[src/rtl/naive_divider_seq.sv]
// naive_divider_seq: restoring divider, one quotient bit per enabled cycle; NAIVEDIV_STICKY_EN adds a sticky output
module naive_divider_seq #(
  parameter int LEN = 4
) (
  input  logic             aclk,
  input  logic             aresetn,
  input  logic             regenable,
  input  logic             s_axis_tvalid,
  output logic             s_axis_tready,
  input  logic [2*LEN-1:0] s_axis_tdata_a,
  input  logic [LEN-1:0]   s_axis_tdata_b,
  output logic             m_axis_tvalid,
  input  logic             m_axis_tready,
  output logic [2*LEN-1:0] quotient,
  output logic [LEN-1:0]   remainder,
  output logic             div_by_zero
`ifdef NAIVEDIV_STICKY_EN
  ,
  output logic             sticky
`endif
);
  localparam int CW = $clog2(2*LEN+1);
  typedef enum logic [1:0] {IDLE, BUSY, DONE} state_t;
  state_t state, nstate;
  logic [LEN-1:0] pr, bd, df;
  logic [2*LEN-1:0] dq, dqn;
  logic [CW-1:0] cnt;
  logic [LEN:0] sh, sub;
  logic ge, acc, fin, ack;
  // sh/sub carry one extra bit so the trial-subtract sign is visible
  always_comb begin
    sh  = {pr, dq[2*LEN-1]};
    sub = sh - {1'b0, bd};
    ge  = !sub[LEN];
    df  = ge ? sub[LEN-1:0] : sh[LEN-1:0];
    dqn = {dq[2*LEN-2:0], ge};
    acc = s_axis_tvalid && state == IDLE;
    fin = state == BUSY && cnt == CW'(1);
    ack = m_axis_tready && state == DONE;
  end
  always_ff @(posedge aclk or negedge aresetn)
    if (!aresetn) state <= IDLE;
    else if (regenable) state <= nstate;
  always_comb begin
    nstate = acc ? (s_axis_tdata_b == '0 ? DONE : BUSY) : fin ? DONE : ack ? IDLE : state;
  end
  always_comb begin
    s_axis_tready = state == IDLE;
    m_axis_tvalid = state == DONE;
  end
  always_ff @(posedge aclk or negedge aresetn)
    if (!aresetn) begin
      pr          <= '0;
      dq          <= '0;
      bd          <= '0;
      cnt         <= '0;
      quotient    <= '0;
      remainder   <= '0;
      div_by_zero <= 1'b0;
`ifdef NAIVEDIV_STICKY_EN
      sticky      <= 1'b0;
`endif
    end else if (regenable) begin
      if (acc) begin
        pr  <= '0;
        dq  <= s_axis_tdata_a;
        bd  <= s_axis_tdata_b;
        cnt <= CW'(2*LEN);
        if (s_axis_tdata_b == '0) begin
          quotient    <= '1;
          remainder   <= s_axis_tdata_a[LEN-1:0];
          div_by_zero <= 1'b1;
`ifdef NAIVEDIV_STICKY_EN
          sticky      <= |s_axis_tdata_a[LEN-1:0];
`endif
        end
      end else if (state == BUSY) begin
        pr  <= df;
        dq  <= dqn;
        cnt <= cnt - 1'b1;
        if (fin) begin
          quotient  <= dqn;
          remainder <= df;
`ifdef NAIVEDIV_STICKY_EN
          sticky    <= |df;
`endif
        end
      end else if (ack) div_by_zero <= 1'b0;
    end
endmodule

[config.mk]
export PLATFORM = sky130hd
export DESIGN_NAME = naive_divider_seq
export DESIGN_NICKNAME = d
export VERILOG_FILES = /design/src/rtl/naive_divider_seq.sv
export SDC_FILE = /design/constraint.sdc
export NUM_CORES = 1
export LEC_CHECK = 0
export ABC_AREA = 1
export BUFFER_PORTS_ARGS = -buffer_cell sky130_fd_sc_hd__buf_2
export CORE_MARGIN = 5
export CORE_UTILIZATION = 34
export CTS_CLUSTER_DIAMETER = 200
export CTS_CLUSTER_SIZE = 12
export DETAILED_ROUTE_END_ITERATION = 6
export PLACE_DENSITY = 0.62
export REMOVE_ABC_BUFFERS = 1
export SLEW_MARGIN = 10
export SYNTH_ARGS = -nofsm -noshare
export SYNTH_HDL_FRONTEND = slang
export SYNTH_SLANG_ARGS = --single-unit
[constraint.sdc]
create_clock -name aclk -period 2.3 [get_ports aclk]
set_input_delay 0.46 -clock aclk [delete_from_list [all_inputs] [get_ports aclk]]
set_output_delay 0.46 -clock aclk [all_outputs]
set_load 0.01 [all_outputs]
==> results_dict.tcl, run 1 <==
set metrics [dict create \
    worstRegToRegCells 10 \
    detail_route.drc_violations 0 \
    cts_setup_buffers 0 \
    worst-slew-pin-transition_ns 0.805 \
    synth.ff_latch_count 35 \
    synth-warning-count 0 \
    post_cts_hold_buffers 0 \
    max-cap-violations 0 \
    finalCoreUtilization_pct 40.4 \
    final.setup.tns_ns 0 \
    min_path_type "input pin to async pin" \
    cts_bufs_inserted 5 \
    r2r_start "bd[0]$_DFFE_PN0P_" \
    biggest_area_contributors_in_the_synthesized_netlist "dfrtp_1, nand2_1, inv_1, nand3_1, ha_1" \
    critical_path.top_delay_family "adder cells" \
    period_share_pct 81.9 \
    pwr_density_cell_nw_per_um2 1390 \
    netlist.area_leader.share_pct 46.1 \
    critPathSlowestCell "fa_1" \
    synth_seq_area_share_pct 46.1 \
    maxClockFrequency_mhz 531 \
    fillers 564 \
    maxSlewHeadroom_pct 46.3 \
    most_used_cell_cp "nand3_1" \
    post-place-ws_ns 0.433 \
    rows 27 \
    place_congestion 0.831 \
    design_power_total_mw 3.06 \
    core_um2 5470 \
    timing.critical_path.required_ns 2.48 \
    synth_cell_type_count 30 \
    antenna_cells_inserted 0 \
    grt_pass1_wl_um 6910 \
    detailed_place.area_um2 2110 \
    rsz0062_at_grt "no" \
    vias 1581 \
    first_global_vias 1530 \
    report.final.setup_viol 0 \
    overflow 0 \
    h-tree-depth 2 \
    syn_avg_cell_area_um2 8.34 \
    post_synth_instance_area_um2 1900 \
    fin_crit_ns 1.88 \
    run_status "complete, no violations" \
    quantity_of_i_o_buffers_inserted_on_ports 31 \
    drive_gt1_share_pct 22.1 \
    critical_path_class "flop to flop" \
    clkSinkCount 35 \
    syn_inst 228 \
    critical_path.cell_chain "ha_1, fa_1, inv_1, nand3_1, nand3_1, nand2_1, nand3_1, nand3_1, nand2_1, inv_1" \
    drtPass1Iterations 4 \
    crit_path_max_fanout 5 \
    vdd_drop_max_v 0.000488 \
    clock_transition_at_the_register_clock_pins_on_the_worst_setup_and_hold_paths_after_cts_ns 0.07 \
    cts.path.max_buffers 2 \
    global_route.usage.total_pct 12.0 \
    skew_ns 0.00347 \
    via_per_inst 4.73 \
    antenna_found_initial 0 \
    maxSlewViolCount 0 \
    post_cts.resized_instances 0 \
    critical_path.n_buffers_inverters 2 \
    finish.instance_area_um2 2210 \
    r2r_endpoint "remainder[2]$_DFFE_PN0P_" \
    timing.critical_path.arrival_ns 2.07 \
    initial_utilization_pct 34.8 \
    design.die.area_um2 7190 \
    critPathLaunchType "flop" \
    grt_max_degree 36 \
    post-synth-top-area-cell "dfrtp_1" \
    timing.final.ws_setup_ns 0.416 \
    cts-root-buf "clkbuf_8" \
    drt_wl_total_um 3980 \
    layout-area-overhead-vs-synth_pct 16.3 \
    hold_viol 0 \
    die_width_um 84.8 \
    cts_tree "yes" \
    finish.net_count 285 \
    ff2ff_setup_slack_ns 0.42 \
    cpPeakStageDelay_ns 0.41 \
    wl_per_cell_um 11.9 \
    floorplan.io_pins 32 \
    place_hpwl_um 2950 \
    route.antenna.remaining_nets 0 \
    crit_path_end_kind "flop" \
    worstSkewPairLatency_ns 0.28 \
    die_height_um 84.8 \
    leakagePower_nw 1.19 \
    drt-initial-drc-count 94 \
]
==> registers in the layout, summed over array words and instances (netlist names) <==
| name | flops |
|---|---|
| bd | 4 |
| cnt | 4 |
| div_by_zero | 1 |
| dq | 8 |
| pr | 4 |
| quotient | 8 |
| remainder | 4 |
| state | 2 |
==> area by class of cell <==
| cell class | count | area (um^2) | area share [%] |
|---|---|---|---|
| Inverter | 36 | 135 | 6.11 |
| Clock buffer | 8 | 100 | 4.52 |
| Timing Repair Buffer | 32 | 163 | 7.35 |
| Sequential cell | 35 | 876 | 39.6 |
| Tap cell | 72 | 90.1 | 4.07 |
| Multi-Input combinational cell | 151 | 848 | 38.3 |
==> synth_stat cells, drive strengths merged <==
| library cell | number |
|---|---|
| a21boi | 1 |
| a21oi | 8 |
| a22oi | 1 |
| a31oi | 5 |
| buf | 6 |
| dfrtp | 35 |
| fa | 1 |
| ha | 6 |
| inv | 36 |
| nand2 | 47 |
| nand3 | 22 |
| nand3b | 1 |
| nand4 | 1 |
| nor2 | 23 |
| nor3 | 1 |
| o211ai | 4 |
| o21ai | 17 |
| o22a | 3 |
| o22ai | 1 |
| o31ai | 1 |
| or2 | 6 |
| xnor2 | 2 |
==> routing by layer <==
metal | track usage, % | vias up | share of wire [%]
met5 | 0 | - | 0
met1 | 14.9 | 738 | 46
met2 | 19.0 | 35 | 48
met4 | 6.04 | 0 | 1.9
met3 | 3.24 | 8 | 4.2
li1 | - | 800 | -
==> logic make-up after synthesis <==
kind of cell,synth area share [%]
compound gates,12.9
fa+ha+maj,5.00
simple gates,25.8
flops,46.1
xor+xnor,0.921
buf+inv,9.34
==> layout by cell type (no fill, tap or decap), drive strengths merged, types with 2 or more instances in the layout <==
| master | synthesis | routed |
|---|---|---|
| nor2 | 23 | 23 |
| xnor2 | 2 | 2 |
| nand2 | 47 | 47 |
| clkbuf | 0 | 8 |
| or2 | 6 | 6 |
| ha | 6 | 6 |
| o21ai | 17 | 17 |
| o22a | 3 | 3 |
| a31oi | 5 | 5 |
| inv | 36 | 36 |
| dfrtp | 35 | 35 |
| a21oi | 8 | 8 |
| buf | 6 | 32 |
| o211ai | 4 | 4 |
| nand3 | 22 | 22 |
==> through the flow <==
step	hold slack, ns	instances
global placement	0.464	326
finish	0.258	334
detailed placement	0.472	326
global route	0.335	334
floorplan	0.164	222
CTS	0.292	334
==> where the power goes <==
part / switching, mW / total, mW / internal [mW] / leakage [nW]
Clock: 0.210 / 0.483 / 0.273 / 0.0515
Combinational: 0.918 / 1.51 / 0.594 / 0.707
Sequential: 0.164 / 1.07 / 0.905 / 0.427
==> worst register-to-register path, stage by stage (launching register included) <==
cell and delay, ns:
dfrtp_1 0.40, ha_1 0.23, fa_1 0.41, inv_1 0.09, nand3_1 0.08, nand3_1 0.10
nand2_1 0.14, nand3_1 0.13, nand3_1 0.11, nand2_1 0.08, inv_1 0.03
==> worst max path at each step <==
stage                                          end  slack [ns]  cells after the start         startpoint
after floorplan           remainder[3]$_DFFE_PN0P_        0.64                     10  bd[0]$_DFFE_PN0P_
after global placement    remainder[2]$_DFFE_PN0P_        0.45                     10  bd[0]$_DFFE_PN0P_
after detailed placement  remainder[2]$_DFFE_PN0P_        0.43                     10  bd[0]$_DFFE_PN0P_
after CTS                 remainder[2]$_DFFE_PN0P_        0.41                     10  bd[0]$_DFFE_PN0P_
after global routing             pr[2]$_DFFE_PN0P_        0.25                     11  bd[0]$_DFFE_PN0P_
final                     remainder[2]$_DFFE_PN0P_        0.42                     10  bd[0]$_DFFE_PN0P_
No activity file was read; power rests on OpenSTA's default activity.
==> run 2, diff against run 1 <==
clock period = 1.9 ns   (was 2.3 ns; I/O delays follow)
==> results_dict.tcl, run 2 (synthesized netlist as in run 1, its figures left out) <==
set metrics [dict create \
    finish.net_count 288 \
    final_common_cell "nand2_1" \
    quantity_of_i_o_buffers_inserted_on_ports 31 \
    drt_wl_total_um 4110 \
    antenna_found_initial 0 \
    report.final.setup_viol 0 \
    vdd_drop_max_v 0.000522 \
    fillers 601 \
    initial_utilization_pct 34.8 \
    place_congestion 0.834 \
    grt_pass1_wl_um 7290 \
    clkSinkCount 35 \
    ff_latch_area_um2 876 \
    total_switching_power_mw 1.59 \
    cts-root-buf "clkbuf_8" \
    overflow 0 \
    power_frac_comb_pct 50.1 \
    drtPass1Iterations 4 \
    detail_route.drc_violations 0 \
    multiInputGateArea_um2 858 \
    design.die.area_um2 7190 \
    run_status "complete, no violations" \
    die_height_um 84.8 \
    top_regs "dq: 8 flops, quotient: 8 flops" \
    clock_transition_at_the_register_clock_pins_on_the_worst_setup_and_hold_paths_after_cts_ns 0.07 \
    hold_viol 0 \
    crit_path_end_kind "flop" \
    period_share_pct 91.0 \
    worst-slew-pin-transition_ns 0.307 \
    most-common-layout-cells "nand2_1, dfrtp_1, inv_1" \
    vias 1591 \
    max-cap-violations 0 \
    via_per_inst 4.72 \
    rsz0062_at_grt "no" \
    global_route.usage.total_pct 12.6 \
    p_sw_share_pct 42.1 \
    route.antenna.remaining_nets 0 \
    timing.critical_path.arrival_ns 1.96 \
    rows 27 \
    leakagePower_nw 1.20 \
    crit_path_max_fanout 5 \
    maxClockFrequency_mhz 579 \
    h-tree-depth 2 \
    floorplan.io_pins 32 \
    design_power_total_mw 3.76 \
    wl_per_cell_um 12.2 \
    skew_ns 0.00619 \
    maxSlewViolCount 0 \
    layout-area-overhead-vs-synth_pct 18.7 \
    worstSkewPairLatency_ns 0.29 \
    p_seq_share_pct 34.2 \
    cts_setup_buffers 0 \
    fin_crit_ns 1.73 \
    cts.path.max_buffers 2 \
    grt_max_degree 36 \
    timing.critical_path.required_ns 2.13 \
    critical_path_class "flop to flop" \
    first_global_vias 1594 \
    cts_tree "yes" \
    maxSlewHeadroom_pct 79.5 \
    drt-initial-drc-count 43 \
    final.setup.tns_ns 0 \
    cts_bufs_inserted 5 \
    critPathLaunchType "flop" \
    min_path_type "input pin to async pin" \
    die_width_um 84.8 \
    antenna_cells_inserted 0 \
    cell_internal_pwr_mw 2.18 \
    power.share.clock_pct 15.7 \
    core_um2 5470 \
    pwr_density_cell_nw_per_um2 1670 \
    drive_gt1_share_pct 24.5 \
    place_hpwl_um 3100 \
]
-- run 2: cell types whose count changed in the layout (fill, tap and decap cells not counted) --
cell | before | now
fa_2 | 0 | 1
nand2_2 | 0 | 2
fa_1 | 1 | 0
buf_12 | 0 | 1
ha_1 | 6 | 5
ha_2 | 0 | 1
buf_4 | 1 | 3
nand2_1 | 44 | 42
-- run 2: worst max-delay path, cell delays in order, from the launching register on --
cell and delay, ns:
dfrtp_1 0.40, ha_2 0.20, fa_2 0.34, inv_1 0.08, nand2_1 0.05, nand2_1 0.08
nand3_1 0.09, nand2_2 0.13, nand3_1 0.10, nand3_1 0.11, nand2_1 0.06, inv_1 0.04
-- run 2: power groups by stage --
stage / logic [mW] / registers (mW) / clock network, mW
after floorplan: 1.29 / 1.34 / 0
after global placement: 1.85 / 1.30 / 0
after detailed placement: 1.88 / 1.31 / 0
after CTS: 1.89 / 1.29 / 0.613
after global routing: 2.19 / 1.34 / 0.646
final: 1.89 / 1.29 / 0.591
-- run 2: per-stage QoR --
| stage | std cells | utilization, % | hold slack (ns) | cell area (um^2) | setup slack (ns) |
|---|---|---|---|---|---|
| 2_1_floorplan | 222 | - | 0.0844 | 1860 | 0.240 |
| 3_3_place_gp | 329 | 39.2 | 0.362 | 2150 | 0.0742 |
| 3_5_place_dp | 329 | 39.2 | 0.361 | 2150 | 0.0551 |
| 4_1_cts | 337 | 41.1 | 0.0461 | 2250 | 0.0369 |
| 5_1_grt | 337 | 41.2 | 0.0616 | 2260 | 0.0139 |
| 6_report | 337 | 41.2 | 0.0460 | 2260 | 0.172 |
-- run 2: timing repair --
item	4_1_cts	5_1_grt
gates resized for setup	0	4
hold buffers	0	0
hold endpoints to repair	0	0
setup endpoints to repair	0	9
-- run 2: worst paths after layout --
| kind | startpoint | to | slack (ns) | depth (start not counted) |
|---|---|---|---|---|
| min in group aclk | s_axis_tdata_b[2] | bd[2]$_DFFE_PN0P_ | 0.32 | 3 |
| worst max-delay path | bd[0]$_DFFE_PN0P_ | remainder[2]$_DFFE_PN0P_ | 0.17 | 11 |
| max in group asynchronous | aresetn | quotient[4]$_DFFE_PN0P_ | 1.67 | 2 |
| worst min-delay path | aresetn | cnt[0]$_DFFE_PN0P_ | 0.05 | 2 |
| worst min register to register | div_by_zero$_DFFE_PN0P_ | div_by_zero$_DFFE_PN0P_ | 0.49 | 2 |
| worst max register to register | bd[0]$_DFFE_PN0P_ | remainder[2]$_DFFE_PN0P_ | 0.17 | 11 |
-- run 2: routing by layer --
metal	global-route usage (%)	wire, um	share of wire, %	up-vias
met3	3.34	163	4.0	11
met2	20.4	2040	50	25
met4	6.04	95	2.3	0
li1	-	-	-	809
met1	15.5	1810	44	746
met5	0	0	0	-
-- run 2: final cells by class --
type	instances	area share, %
flip-flops and latches	35	38.8
multi-input cells	151	38.0
repair buffers	35	8.76
inverters	36	5.99
clock buffers	8	4.43
well taps	72	3.99
